==> config.mk <==
export PLATFORM = sky130hd
export DESIGN_NAME = instr_fetch_unit
export DESIGN_NICKNAME = d
export VERILOG_FILES = /design/src/rtl/mips_pkg.sv /design/src/rtl/next_pc_calc.sv /design/src/rtl/instr_fetch_unit.sv
export SDC_FILE = /design/constraint.sdc
export NUM_CORES = 1
export LEC_CHECK = 0
export ABC_AREA = 1
export CAP_MARGIN = 40
export CORE_UTILIZATION = 51
export CTS_BUF_LIST = sky130_fd_sc_hd__clkbuf_16
export CTS_CLUSTER_SIZE = 14
export DETAILED_ROUTE_END_ITERATION = 16
export HOLD_SLACK_MARGIN = 0.02
export PLACE_DENSITY = 0.83
export SYNTH_ARGS = -nofsm -noshare
export SYNTH_HDL_FRONTEND = slang
export SYNTH_SLANG_ARGS = --single-unit
==> constraint.sdc <==
create_clock -name clk -period 2.82 [get_ports clk]
set_input_delay 0.564 -clock clk [delete_from_list [all_inputs] [get_ports clk]]
set_output_delay 0.564 -clock clk [all_outputs]
set_load 0.1 [all_outputs]
==> src/rtl/mips_pkg.sv <==
// Shared MIPS constants: opcodes, functs, fetch state encoding
// and the default reset PC.
package mips_pkg;

    localparam logic [5:0] OP_RTYPE = 6'h00;
    localparam logic [5:0] OP_J     = 6'h02;
    localparam logic [5:0] OP_JAL   = 6'h03;
    localparam logic [5:0] OP_BEQ   = 6'h04;
    localparam logic [5:0] OP_BNE   = 6'h05;
    localparam logic [5:0] OP_ADDI  = 6'h08;
    localparam logic [5:0] OP_LW    = 6'h23;
    localparam logic [5:0] OP_SW    = 6'h2B;

    localparam logic [5:0] FN_ADD   = 6'h20;
    localparam logic [5:0] FN_SUB   = 6'h22;
    localparam logic [5:0] FN_AND   = 6'h24;
    localparam logic [5:0] FN_OR    = 6'h25;
    localparam logic [5:0] FN_SLT   = 6'h2A;

    localparam logic [31:0] DEFAULT_RESET_PC = 32'h0000_0000;

    typedef enum logic {
        FS_REQ   = 1'b0,
        FS_VALID = 1'b1
    } fetch_state_e;

endpackage

==> src/rtl/next_pc_calc.sv <==
// Combinational next-PC: jump beats taken branch beats PC+4.
// Result is always word-aligned.
module next_pc_calc #(
    parameter int ADDR_W = 32
) (
    input  logic [ADDR_W-1:0] instr_pc,
    input  logic              br_taken,
    input  logic [15:0]       br_imm,
    input  logic              jmp,
    input  logic [25:0]       jmp_idx,
    output logic [ADDR_W-1:0] next_pc
);

    logic [ADDR_W-1:0] pc4;
    logic [ADDR_W-1:0] br_off;
    logic [ADDR_W-1:0] target;

    always_comb begin
        pc4    = instr_pc + ADDR_W'(4);
        br_off = {{(ADDR_W-18){br_imm[15]}}, br_imm, 2'b00};
        if (jmp) begin
            target = {pc4[ADDR_W-1:28], jmp_idx, 2'b00};
        end else if (br_taken) begin
            target = pc4 + br_off;
        end else begin
            target = pc4;
        end
        next_pc = {target[ADDR_W-1:2], 2'b00};
    end

endmodule

==> src/rtl/instr_fetch_unit.sv <==
// Fetch stage: one-in-flight imem req/ack, valid/ready to decode.
// Optional FETCH_STATS_EN adds stall_cycles / fetched_count.
module instr_fetch_unit
    import mips_pkg::*;
#(
    parameter int                ADDR_W   = 32,
    parameter logic [ADDR_W-1:0] RESET_PC = DEFAULT_RESET_PC
) (
    input  logic              clk,
    input  logic              rst_n,
    output logic              imem_req,
    output logic [ADDR_W-1:0] imem_addr,
    input  logic              imem_ack,
    input  logic [31:0]       imem_rdata,
    output logic [31:0]       instr,
    output logic [ADDR_W-1:0] instr_pc,
    output logic              instr_valid,
    input  logic              instr_ready,
    input  logic              br_taken,
    input  logic [15:0]       br_imm,
    input  logic              jmp,
    input  logic [25:0]       jmp_idx
`ifdef FETCH_STATS_EN
    ,
    output logic [31:0]       stall_cycles,
    output logic [31:0]       fetched_count
`endif
);

    localparam logic [ADDR_W-1:0] RST_PC = {RESET_PC[ADDR_W-1:2], 2'b00};

    fetch_state_e      state_q, state_d;
    logic [ADDR_W-1:0] pc_q, pc_d;
    logic [ADDR_W-1:0] instr_pc_q, instr_pc_d;
    logic [31:0]       instr_q, instr_d;
    logic [ADDR_W-1:0] next_pc;
    logic              in_req, in_valid;

    assign in_req   = (state_q == FS_REQ);
    assign in_valid = (state_q == FS_VALID);

    next_pc_calc #(.ADDR_W(ADDR_W)) u_next_pc (
        .instr_pc (instr_pc_q),
        .br_taken (br_taken),
        .br_imm   (br_imm),
        .jmp      (jmp),
        .jmp_idx  (jmp_idx),
        .next_pc  (next_pc)
    );

    always_comb begin
        state_d    = state_q;
        pc_d       = pc_q;
        instr_pc_d = instr_pc_q;
        instr_d    = instr_q;
        unique case (state_q)
            FS_REQ: begin
                if (imem_ack) begin
                    instr_d    = imem_rdata;
                    instr_pc_d = pc_q;
                    state_d    = FS_VALID;
                end
            end
            FS_VALID: begin
                if (instr_ready) begin
                    pc_d    = next_pc;
                    state_d = FS_REQ;
                end
            end
            default: state_d = FS_REQ;
        endcase
    end

    always_ff @(posedge clk or negedge rst_n) begin
        if (!rst_n) begin
            state_q    <= FS_REQ;
            pc_q       <= RST_PC;
            instr_pc_q <= '0;
            instr_q    <= '0;
        end else begin
            state_q    <= state_d;
            pc_q       <= pc_d;
            instr_pc_q <= instr_pc_d;
            instr_q    <= instr_d;
        end
    end

    // Request is masked by reset so it drops the moment rst_n falls.
    assign imem_req    = in_req & rst_n;
    assign imem_addr   = pc_q;
    assign instr       = instr_q;
    assign instr_pc    = instr_pc_q;
    assign instr_valid = in_valid;

`ifdef FETCH_STATS_EN
    logic [31:0] stall_q, stall_d;
    logic [31:0] fetched_q, fetched_d;

    always_comb begin
        stall_d   = stall_q;
        fetched_d = fetched_q;
        if (((in_req && !imem_ack) || (in_valid && !instr_ready))
            && stall_q != '1) begin
            stall_d = stall_q + 32'd1;
        end
        if (in_valid && instr_ready && fetched_q != '1) begin
            fetched_d = fetched_q + 32'd1;
        end
    end

    always_ff @(posedge clk or negedge rst_n) begin
        if (!rst_n) begin
            stall_q   <= '0;
            fetched_q <= '0;
        end else begin
            stall_q   <= stall_d;
            fetched_q <= fetched_d;
        end
    end

    assign stall_cycles  = stall_q;
    assign fetched_count = fetched_q;
`endif

endmodule

Word level (Yosys, flattened, before mapping) --
Cells that the tools add are included.
Word-level totals: input port bits 80, output and inout port bits 98, register bits 93, logic and storage cells 15
Cells by class: add/subtract/negate cells 2, bitwise operators 2, reductions and logical operators 2, multiplexer cells 5
Operators by type and width (count):
- two-way mux 32 bit | 2
- adder 32 x 3 -> 32 bit, second input constant | 1
- adder 32 bit | 1
- AND reduction 2 bit | 2
- two-way mux 1 bit | 2
- one-hot mux 1 bit (2 select lines) | 1
- AND 1 bit | 1
- inverter 1 bit | 1

Longest topological paths before layout --
Gate-level depths: netlist of the first run.
depth after elaboration 4, mapped depth 22, depth with buffers taken out 22

By module --
From an unflattened synthesis of the first run, not the netlist that was laid out.
Second synthesis, totals: cells, all modules 1166, area total of the unflattened synthesis 7499.7 um^2
By module, submodules not included:
- instr_fetch_unit | sequential area each 2427.3 um^2, cells each 423, area an instance 3873.7 um^2, times used 1
- next_pc_calc | sequential area each 0.0 um^2, cells each 743, area an instance 3626.0 um^2, times used 1

Least setup slack after synthesis of the first run --
No wires, ideal clock.
path kind register to register, start point reg instr_pc_q[2] (netlist: instr_pc[2]), end point reg pc_q[15] (netlist: imem_addr[15]), arrival time 3.091 ns, cell stages (with the launch flop) 15, setup time 0.121 ns, data required time 2.699 ns, buffers on the path 0, period minus slack after synthesis 3.212 ns, slack -0.392 ns, cells stage by stage dfrtp_1 > ha_1 > nand2_4 > nor2_2 > xor2_1 > inv_1 > ha_1 > nand2_1 > nor2_1 > and2_1 > nand2_1 > nand3_1 > or2_2 > a31oi_1 > nor2_1
Between the ends: cells in the longest elaborated chain, start to end 4
RTL lines:
- start, declared | line instr_fetch_unit.sv:34 | logic [ADDR_W-1:0] instr_pc_q, instr_pc_d;
- start signal, assigned | line instr_fetch_unit.sv:83 | instr_pc_q <= instr_pc_d;
- adder 32 x 3 -> 32 bit (*) | line next_pc_calc.sv:19 | pc4 = instr_pc + ADDR_W'(4);
- adder 32 bit | line next_pc_calc.sv:24 | target = pc4 + br_off;
- two-way mux 32 bit (*) | line next_pc_calc.sv:23 | end else if (br_taken) begin
- two-way mux 32 bit (*) | line next_pc_calc.sv:21 | if (jmp) begin
- end signal, assigned | line instr_fetch_unit.sv:82 | pc_q <= pc_d;
- end, declared | line instr_fetch_unit.sv:33 | logic [ADDR_W-1:0] pc_q, pc_d;
Mark *: on every way between the ends. The rest lies on a longest branch, timed or not. A chain may end at the register's enable or synchronous reset.

Worst setup path after layout of the first run --
start point reg instr_pc_q[6] (netlist: instr_pc[6]), end point reg pc_q[22] (netlist: imem_addr[22])
Same word-level chain as after synthesis.

==> results of run 1 <==
stage by stage:
| stage | instance area, sq um | util [%] |
|---|---|---|
| global route | 11520 | 85.65 |
| CTS | 10220 | 75.99 |
| global placement | 9681 | 71.96 |
| detailed placement | 9681 | 71.96 |
| finish | 11520 | 85.65 |
| floorplan | 7174 | - |
cell usage after synthesis, types with 5 or more instances:
library cell / number
sky130_fd_sc_hd__dfrtp_1: 93
sky130_fd_sc_hd__mux2_2: 41
sky130_fd_sc_hd__buf_2: 7
sky130_fd_sc_hd__ha_1: 37
sky130_fd_sc_hd__nand2_1: 297
sky130_fd_sc_hd__clkbuf_1: 16
sky130_fd_sc_hd__o21ai_0: 32
sky130_fd_sc_hd__nor2_4: 5
sky130_fd_sc_hd__o21bai_1: 8
sky130_fd_sc_hd__a21oi_1: 84
sky130_fd_sc_hd__nand4_1: 11
sky130_fd_sc_hd__nor2_1: 100
sky130_fd_sc_hd__nor3_1: 8
sky130_fd_sc_hd__xor2_1: 18
sky130_fd_sc_hd__nor2_2: 5
sky130_fd_sc_hd__nand3_1: 62
sky130_fd_sc_hd__inv_1: 155
metal layers:
layer  wire, microns  GRT usage (%)  up-vias
met4            1714          14.51        0
met5               0              0        -
met1           10750          46.40     4041
met3            2927          5.425      156
li1                -              -     3898
met2           14560          61.85      660
cell families (layout without fill, tap and decap cells):
family | after synthesis | after routing | share of synthesized area [%]
AOI/OAI and AO/OA | 144 | 144 | 11.09
xor gates and xnor gates | 22 | 22 | 2.703
adders and majority gates | 38 | 38 | 6.775
buffers and inverters | 188 | 490 | 10.23
DFF | 93 | 93 | 32.65
muxes | 41 | 41 | 6.477
other | 1 | 4 | 0.05261
and+or+nand+nor | 507 | 507 | 30.02
final cells by class:
cell class                      count  area [sq um]  share of cell area, %
Clock buffer                        9         225.2                  1.955
Clock inverter                      7         67.56                 0.5864
Inverter                          160         608.1                  5.277
Multi-Input combinational cell    756          5405                  46.91
Sequential cell                    93          2362                  20.50
Tap cell                          176         220.2                  1.911
Timing Repair Buffer              314          2634                  22.86
worst max-delay path, stage by stage (launching register included):
cell and delay, ns:
sky130_fd_sc_hd__dfrtp_2 0.43, sky130_fd_sc_hd__nand2_2 0.10, sky130_fd_sc_hd__inv_2 0.11, sky130_fd_sc_hd__buf_6 0.13
sky130_fd_sc_hd__nand2_2 0.07, sky130_fd_sc_hd__nor2_4 0.20, sky130_fd_sc_hd__nand3_2 0.15, sky130_fd_sc_hd__xor2_4 0.21
sky130_fd_sc_hd__ha_4 0.32, sky130_fd_sc_hd__nand2_1 0.09, sky130_fd_sc_hd__nor2_4 0.15, sky130_fd_sc_hd__inv_1 0.10
sky130_fd_sc_hd__nor2_2 0.19, sky130_fd_sc_hd__nand3b_1 0.17, sky130_fd_sc_hd__nand4_1 0.16, sky130_fd_sc_hd__nand3_2 0.11
sky130_fd_sc_hd__nand2_2 0.10, sky130_fd_sc_hd__a21oi_2 0.05
cell usage in the layout (no fill, tap or decap), types with 37 or more instances in the layout:
cell and count:
sky130_fd_sc_hd__a21oi_1 63, sky130_fd_sc_hd__buf_4 226, sky130_fd_sc_hd__clkdlybuf4s50_1 78, sky130_fd_sc_hd__dfrtp_1 69, sky130_fd_sc_hd__inv_1 136, sky130_fd_sc_hd__mux2_2 41
sky130_fd_sc_hd__nand2_1 226, sky130_fd_sc_hd__nand2_2 58, sky130_fd_sc_hd__nand3_1 41, sky130_fd_sc_hd__nor2_1 58, sky130_fd_sc_hd__nor2_4 37
power by group:
group / internal [mW] / switching, mW
Clock: 0.620 / 0.579
Combinational: 3.21 / 7.00
Sequential: 1.80 / 0.496
Total: 5.63 / 8.08
registers in the layout (all words and copies together), names as in the netlist:
signal / count
imem_addr: 30
instr: 32
instr_pc: 30
instr_valid: 1
what timing repair did:
action | in CTS | in global routing
gates cloned | 0 | 0
pin swaps | 17 | 104
endpoints found under the setup margin | 17 | 22
buffers inserted | 5 | 23
resized for setup | 46 | 258
worst max-delay path by stage:
stage                            start            end  cells after the start  slack (ns)
after floorplan            instr_pc[2]  imem_addr[15]                     14       -0.05
final                      instr_pc[6]  imem_addr[22]                     17       -0.13
after detailed placement   instr_pc[9]  imem_addr[22]                     18       -0.32
after CTS                  instr_pc[3]  imem_addr[21]                     17       -0.01
after global placement     instr_pc[9]  imem_addr[22]                     18       -0.26
after global routing      instr_pc[14]  imem_addr[23]                     22       -0.22
==> results.toml, run 1 <==
[outcome]
status = "finished, violations left"
failing_checks = "negative setup slack"

[power]
post-layout-total-power_mw = 13.70
irDropWorstVdd_v = 0.001109
leakage_power_nw = 5.506
cellPowerDensity_mw_per_mm2 = 1189

[finish]
final-instance-count-excl-fill = 1515
filler_cell_count = 765
drive_above_1_share_pct = 42.94
syn_to_final_growth_pct = 61.65
diodes = 0
nets = 1452

[critical_path]
rrSetupSlack_ns = -0.13
worstRegToRegCells = 17
setup.worst_path.class = "reg -> reg"
critical_path.endpoint_type = "flop"
critical_path.max_fanout = 5
critical_path.reg2reg.endpoint = "imem_addr[22]"
start_kind = "flop"
timing.critical_path.arrival_ns = 3.18
data_required_time_of_the_worst_path_ns = 3.05
regToRegStartpoint = "instr_pc[6]"

[synthesis]
ys.flop_type = "sky130_fd_sc_hd__dfrtp_1"
synth-edff-count = 0
yosysTopAreaCell = "sky130_fd_sc_hd__dfrtp_1"
ys_ff_latch = 93
mappedNetlistArea_sq_mm = 0.007128
synth.avg_cell_area_sq_um = 6.894
synth_cell_type_count = 42
top_area_cell_type_share_of_the_netlist_area_pct = 32.65
syn_inst = 1034
synth_async_sr_flop_share_pct = 100.0
sequential_area_share_after_synthesis_pct = 32.65
synth-warning-count = 0
yosys-top-cells-area = "sky130_fd_sc_hd__dfrtp_1, sky130_fd_sc_hd__nand2_1, sky130_fd_sc_hd__inv_1"

[sta]
rsz_0062_raised_after_global_routing = "yes"
maxSlewHeadroom_pct = 44.35
setup_ws_ns = -0.1265
smallest_hold_slack_ns = 0.1567
finalCriticalPeriod_ns = 2.946
hold_violations = 0
setup_viol = 10
timing.clock.skew_ns = 0.008988
slew_at_the_pin_closest_to_its_max_slew_limit_ns = 0.8347
timing_max_transition_violations_final = 0
layout_worst_path_cycle_share_pct = 104.5
final.setup.tns_ns = -0.4234
max_freq_mhz = 339.4

[floorplan]
dieHeight_microns = 120.2
floorplan.core_area_sq_mm = 0.01345
design.die.area_sq_mm = 0.01445
boundaryPins = 178
effective_utilization_at_floorplan_pct = 52.99
row_count = 42
die-width_microns = 120.2

[route]
drt_first_iter_violations = 940
routedWlPerCell_microns = 19.76
drt-pass1-iter-count = 8
detailroute.via_count = 8755
number_of_routed_nets_with_antenna_violations = 0
number_of_drc_violations_after_detailed_routing = 0
routed_via_density = 5.779
drt-total-wl_mm = 29.94

[global_route]
maximum_number_of_pins_on_one_net_before_global_route_repair = 66
grt_antenna_before_repair = 0
first_global_vias = 7806
grt_usage_pct = 36.37
global_route.overflow_total = 0
global_route_wire_length_before_repair_mm = 40.16

[cts]
clockRootBuffer = "sky130_fd_sc_hd__clkbuf_16"
numCtsBuffers = 9
cts_tree = "done"
insertion_delay_ns = 0.35
clock_path_buffers = 2
clock_pin_slew_worst_setup_and_hold_paths_ns = 0.07
cts_htree_levels = 3
cts-hold-fix-buffers = 0
clock_sinks = 93

[place]
numPlacedInstances = 1472
buffer_ports.inserted = 173
place_hpwl_mm = 20.08
post-place-ws_ns = -0.3216
place.gp.congestion = 0.9608

[worst_hold_path]
timing.hold.worst.class = "in -> async"

[flow_run]
maxCapViolations = 0
Note: power is estimated with default switching activity, not from simulation.
==> run 2: changes to the inputs <==
- PLACE_DENSITY: 0.83 -> 0.8
- clock period: 2.82 -> 3 ns (I/O delays scaled with it)
==> results.toml, run 2 (same netlist as run 1, synthesis figures left out) <==
[outcome]
status = "complete, no violations"

[critical_path]
critical_path.max_fanout = 5
timing.critical_path.arrival_ns = 3.27
critPathLaunch = "instr_pc[10]"
start_kind = "flop"
cp_max_delay_cell = "sky130_fd_sc_hd__dfrtp_2"
critical_path.endpoint_type = "flop"
regToRegStartpoint = "instr_pc[10]"
data_required_time_of_the_worst_path_ns = 3.28
cpPeakStageDelay_ns = 0.40
critical_path_cell_by_cell = "nand2_1 -> nor2_4 -> nand3_2 -> nor2_4 -> xor2_2 -> inv_1 -> ha_4 -> nand2_2 -> nor2_2 -> inv_1 -> nor2_4 -> nand3b_1 -> nand3_1 -> nand2_1 -> nand3_1 -> nand2_1 -> a21oi_1"
setup.worst_path.class = "reg -> reg"

[place]
detailed_place.area_sq_mm = 0.009133
post-place-ws_ns = -0.1816
place.gp.congestion = 1.007
buffer_ports.inserted = 173
place_hpwl_mm = 18.83
numPlacedInstances = 1403

[floorplan]
floorplan.core_area_sq_mm = 0.01345
row_count = 42
die-width_microns = 120.2
boundaryPins = 178
dieHeight_microns = 120.2
effective_utilization_at_floorplan_pct = 52.99
design.die.area_sq_mm = 0.01445

[cts]
numCtsBuffers = 9
cts-hold-fix-buffers = 0
cts_htree_levels = 3
clock_pin_slew_worst_setup_and_hold_paths_ns = 0.07
cts_tree = "done"
clock_sinks = 93
clock_path_buffers = 2
insertion_delay_ns = 0.35
clockRootBuffer = "sky130_fd_sc_hd__clkbuf_16"

[global_route]
global_route_wire_length_before_repair_mm = 37.66
grt_antenna_before_repair = 0
grt_usage_pct = 33.83
first_global_vias = 7386
global_route.overflow_total = 0
maximum_number_of_pins_on_one_net_before_global_route_repair = 94

[finish]
leading_cell_types_in_the_layout_fill_and_taps_excluded = "sky130_fd_sc_hd__nand2_1, sky130_fd_sc_hd__buf_4, sky130_fd_sc_hd__inv_1, sky130_fd_sc_hd__a21oi_1, sky130_fd_sc_hd__clkdlybuf4s50_1"
most_common_cell_after_layout_fill_and_taps_aside = "sky130_fd_sc_hd__nand2_1"
sequential_cell_area_sq_mm = 0.002354
drive_above_1_share_pct = 27.14
total_area_of_multi_input_combinational_cells_sq_mm = 0.004447
diodes = 0
nets = 1388
filler_cell_count = 1105
largest_register_ffs = 32
final-instance-count-excl-fill = 1451
syn_to_final_growth_pct = 40.32
design_area_sq_mm = 0.01000

[flow_run]
maxCapViolations = 0

[route]
routed_via_density = 5.410
drt-total-wl_mm = 24.94
detailroute.via_count = 7850
number_of_drc_violations_after_detailed_routing = 0
drt-pass1-iter-count = 6
number_of_routed_nets_with_antenna_violations = 0
drt_first_iter_violations = 765
routedWlPerCell_microns = 17.19

[sta]
smallest_hold_slack_ns = 0.3183
timing.clock.skew_ns = 0.006255
slew_at_the_pin_closest_to_its_max_slew_limit_ns = 0.8772
hold_violations = 0
rsz_0062_raised_after_global_routing = "yes"
setup_ws_ns = 0.004908
setup_viol = 0
timing_max_transition_violations_final = 0
max_freq_mhz = 333.9
maxSlewHeadroom_pct = 41.52
finalCriticalPeriod_ns = 2.995
layout_worst_path_cycle_share_pct = 99.84

[power]
cellPowerDensity_mw_per_mm2 = 1122
combPwrFrac_pct = 71.8
sw_frac_of_total_pct = 59.91
power.share.sequential_pct = 18.6
clockPowerShare_pct = 9.5
total_switching_power_mw = 6.727
leakage_power_nw = 4.982
post-layout-total-power_mw = 11.23
irDropWorstVdd_v = 0.0008967
internal-power_mw = 4.501

[worst_hold_path]
timing.hold.worst.class = "in -> async"
-- run 2: cell types whose count changed in the layout (fill, tap and decap cells not counted), moves of 14 or more --
cell	change
sky130_fd_sc_hd__nand3_1	+18
sky130_fd_sc_hd__nand2_1	+56
sky130_fd_sc_hd__inv_2	-17
sky130_fd_sc_hd__nand2_2	-40
sky130_fd_sc_hd__a21oi_2	-18
sky130_fd_sc_hd__a21oi_1	+19
sky130_fd_sc_hd__buf_4	-57
sky130_fd_sc_hd__nand2_4	-14
sky130_fd_sc_hd__nor2_4	-20
sky130_fd_sc_hd__ha_4	-23
sky130_fd_sc_hd__ha_1	+21
sky130_fd_sc_hd__nand3_2	-16
sky130_fd_sc_hd__inv_1	+20
-- run 2: power groups by stage --
stage | combinational (mW) | sequential, mW | clock, mW
2_1_floorplan | 2.50 | 5.00 | 0
3_3_place_gp | 7.39 | 2.10 | 0
3_5_place_dp | 7.43 | 2.11 | 0
4_1_cts | 7.47 | 2.10 | 1.07
5_1_grt | 8.54 | 2.13 | 1.12
6_report | 8.06 | 2.09 | 1.07
-- run 2: stage by stage --
step                setup TNS (ns)  util, %
floorplan                        0        -
global placement           -0.3684    67.88
detailed placement         -0.2996    67.88
CTS                              0    70.12
global route               -0.8971    74.35
finish                           0    74.35
-- run 2: metal layers --
metal / track usage, % / vias up / routed length [microns]
li1: - / 3756 / -
met1: 45.47 / 3661 / 10520
met2: 54.85 / 387 / 11860
met3: 6.226 / 46 / 1997
met4: 11.42 / 0 / 565
met5: 0 / - / 0
-- run 2: cell type report --
type	instances	share of cell area, %
clock inverters	7	0.4253
well taps	176	2.202
repair buffers	250	21.09
multi-input cells	756	44.46
clock buffers	9	2.252
flip-flops and latches	93	23.53
inverters	160	6.042
-- run 2: repair_timing --
item / in CTS / in global routing
pin swaps: 0 / 19
buffers inserted: 0 / 32
gates resized for setup: 7 / 78
setup endpoints to repair: 9 / 20
-- run 2: worst paths after layout --
path	slack, ns	depth (start not counted)	endpoint
worst max-delay path	0.005	17	imem_addr[22]
worst min-delay path	0.32	2	instr_pc[25]
worst max register to register	0.005	17	imem_addr[22]
worst min register to register	0.51	1	instr[19]
max in group asynchronous	2.26	2	instr_pc[3]
min in group clk	0.51	1	instr[19]
-- run 2: critical path, delay by kind of cell, from the launching register on --
family | cells | cell delay [ns]
AOI/OAI and AO/OA | 1 | 0.13
buffers and inverters | 2 | 0.22
and+or+nand+nor | 12 | 1.64
xor gates and xnor gates | 1 | 0.21
DFF | 1 | 0.40
adders and majority gates | 1 | 0.32
==> run 3: changes to the inputs <==
- ABC_AREA: 1 -> 0
- CORE_UTILIZATION: 51 -> 48
- PLACE_DENSITY: 0.8 -> 0.79
==> results.toml, run 3 <==
[sta]
timing_max_transition_violations_final = 0
hold_violations = 0
setup_ws_ns = -0.4977
max_freq_mhz = 285.9
slew_at_the_pin_closest_to_its_max_slew_limit_ns = 0.7563
layout_worst_path_cycle_share_pct = 116.6
rsz_0062_raised_after_global_routing = "yes"
finalCriticalPeriod_ns = 3.498
maxSlewHeadroom_pct = 49.58
smallest_hold_slack_ns = 0.3349
setup_viol = 21
timing.clock.skew_ns = 0.01266

[flow_run]
maxCapViolations = 0

[floorplan]
boundaryPins = 178
die-width_microns = 114.2
design.die.area_sq_mm = 0.01304
floorplan.core_area_sq_mm = 0.01216
effective_utilization_at_floorplan_pct = 49.69
row_count = 40
dieHeight_microns = 114.2

[finish]
largest_register_ffs = 32
total_area_of_multi_input_combinational_cells_sq_mm = 0.003941
leading_cell_types_in_the_layout_fill_and_taps_excluded = "sky130_fd_sc_hd__buf_4, sky130_fd_sc_hd__clkdlybuf4s50_1, sky130_fd_sc_hd__dfrtp_1, sky130_fd_sc_hd__nand2_1, sky130_fd_sc_hd__mux2_2"
final-instance-count-excl-fill = 1116
design_area_sq_mm = 0.009696
filler_cell_count = 758
sequential_cell_area_sq_mm = 0.002371
syn_to_final_growth_pct = 60.43
diodes = 0
most_common_cell_after_layout_fill_and_taps_aside = "sky130_fd_sc_hd__buf_4"
drive_above_1_share_pct = 45.68
nets = 1061

[synthesis]
mappedNetlistArea_sq_mm = 0.006043
synth.avg_cell_area_sq_um = 9.795
most_numerous_cell_types_in_the_synthesized_netlist = "sky130_fd_sc_hd__dfrtp_1, sky130_fd_sc_hd__nand2_1, sky130_fd_sc_hd__mux2_2, sky130_fd_sc_hd__nor2_1, sky130_fd_sc_hd__ha_1"
ys_ff_latch = 93
synthMostInstantiatedCell = "sky130_fd_sc_hd__dfrtp_1"
sequential_area_share_after_synthesis_pct = 38.51
synth_async_sr_flop_share_pct = 100.0
syn_inst = 617
synth_cell_type_count = 63
synth-warning-count = 0
ys.flop_type = "sky130_fd_sc_hd__dfrtp_1"
top_area_cell_type_share_of_the_netlist_area_pct = 38.51
synth-edff-count = 0
yosys-top-cells-area = "sky130_fd_sc_hd__dfrtp_1, sky130_fd_sc_hd__mux2_2, sky130_fd_sc_hd__ha_1"
yosysTopAreaCell = "sky130_fd_sc_hd__dfrtp_1"

[route]
routed_via_density = 5.628
number_of_routed_nets_with_antenna_violations = 0
routedWlPerCell_microns = 19.12
drt-pass1-iter-count = 5
detailroute.via_count = 6281
drt-total-wl_mm = 21.34
number_of_drc_violations_after_detailed_routing = 0
drt_first_iter_violations = 369

[critical_path]
critical_path.max_fanout = 6
worstRegToRegCells = 14
data_required_time_of_the_worst_path_ns = 3.24
rrSetupSlack_ns = -0.50
start_kind = "flop"
setup.worst_path.class = "reg -> reg"
timing.critical_path.arrival_ns = 3.74
regToRegStartpoint = "instr_pc[5]"
critical_path.endpoint_type = "flop"
critPathLaunch = "instr_pc[5]"

[outcome]
status = "finished, violations left"
failing_checks = "negative setup slack"

[global_route]
global_route_wire_length_before_repair_mm = 32.04
grtUsageMet1_pct = 39.70
grtUsageMet3_pct = 4.870
first_global_vias = 6372
grt_antenna_before_repair = 0
grt.busiest_layer = "met2"
maximum_number_of_pins_on_one_net_before_global_route_repair = 60
grt_met2_usage_pct = 55.27
grt_usage_pct = 31.99
global_route.overflow_total = 0

[cts]
clock_pin_slew_worst_setup_and_hold_paths_ns = 0.07
clock_path_buffers = 2
cts-hold-fix-buffers = 0
insertion_delay_ns = 0.36
clockRootBuffer = "sky130_fd_sc_hd__clkbuf_16"
clock_sinks = 93
cts_tree = "done"
numCtsBuffers = 9
cts_htree_levels = 3

[place]
place_hpwl_mm = 15.29
place.gp.congestion = 0.9629
buffer_ports.inserted = 173
detailed_place.area_sq_mm = 0.008782
numPlacedInstances = 1071

[worst_hold_path]
timing.hold.worst.class = "in -> async"
## run 3: changes by cell type after synthesis, sizes merged, moves of 8 or more
| cell | previous run | this run |
|---|---|---|
| and3 | 0 | 9 |
| xnor2 | 4 | 33 |
| a221oi | 0 | 8 |
| nand3 | 63 | 18 |
| a21oi | 85 | 35 |
| mux2 | 41 | 62 |
| inv | 159 | 8 |
| nor2 | 110 | 39 |
| a21o | 1 | 15 |
| o211ai | 1 | 9 |
| nand2 | 302 | 74 |
## run 3: kinds of logic (layout without fill, tap and decap cells)
logic type / Yosys count / after routing / synth area share, %
xor gates and xnor gates: 52 / 52 / 7.536
muxes: 68 / 68 / 12.61
adders and majority gates: 38 / 38 / 7.992
AOI/OAI and AO/OA: 146 / 146 / 16.56
other: 1 / 4 / 0.06205
DFF: 93 / 93 / 38.51
buffers and inverters: 40 / 368 / 2.753
and+or+nand+nor: 179 / 179 / 13.98
## run 3: final timing paths
kind	to
setup / recovery	imem_addr[24]
hold / removal	imem_addr[8]
setup reg to reg	imem_addr[24]
hold reg to reg	instr[22]
max in group asynchronous	instr_pc[6]
min in group clk	instr[22]
## run 3: metal layers
layer | routed length, microns | vias up
met3 | 1451 | 75
met1 | 8420 | 3023
met4 | 854 | 0
li1 | - | 2873
met5 | 0 | -
met2 | 10620 | 310
## run 3: repair_timing
action / in CTS / in global routing
buffers inserted: 18 / 11
resized for setup: 32 / 47
pin swaps: 25 / 38
endpoints found under the setup margin: 21 / 24
## run 3: critical path: stages (launching register included)
cell and delay [ns]:
sky130_fd_sc_hd__dfrtp_4 0.43, sky130_fd_sc_hd__and4_4 0.23, sky130_fd_sc_hd__and3_4 0.24, sky130_fd_sc_hd__nand4_1 0.18, sky130_fd_sc_hd__xnor2_2 0.28, sky130_fd_sc_hd__ha_4 0.27, sky130_fd_sc_hd__a21o_1 0.19, sky130_fd_sc_hd__a21o_1 0.17
sky130_fd_sc_hd__a21o_1 0.18, sky130_fd_sc_hd__a31oi_4 0.20, sky130_fd_sc_hd__a21oi_4 0.12, sky130_fd_sc_hd__a221oi_4 0.37, sky130_fd_sc_hd__o31ai_2 0.13, sky130_fd_sc_hd__xnor2_1 0.14, sky130_fd_sc_hd__a221oi_1 0.26
## run 3: final cells by class
class                   instances  area share [%]
multi-input cells             487           40.65
repair buffers                343           29.10
flip-flops and latches         93           24.45
inverters                       9          0.3484
clock inverters                 7          0.9550
clock buffers                   9           2.323
well taps                     168           2.168
## run 3: per-stage QoR
step / worst slack, ns / TNS (ns) / util, %
floorplan: -0.6793 / -7.445 / -
global placement: -0.4684 / -6.912 / 72.21
detailed placement: -0.5529 / -8.281 / 72.21
CTS: -0.3912 / -4.374 / 77.18
global route: -0.5871 / -9.454 / 79.72
finish: -0.4977 / -6.520 / 79.72
Power of run 3 is left out: the tool's default activity adds up to more than one toggle a clock period on the data nets, which glitch-free logic cannot reach.
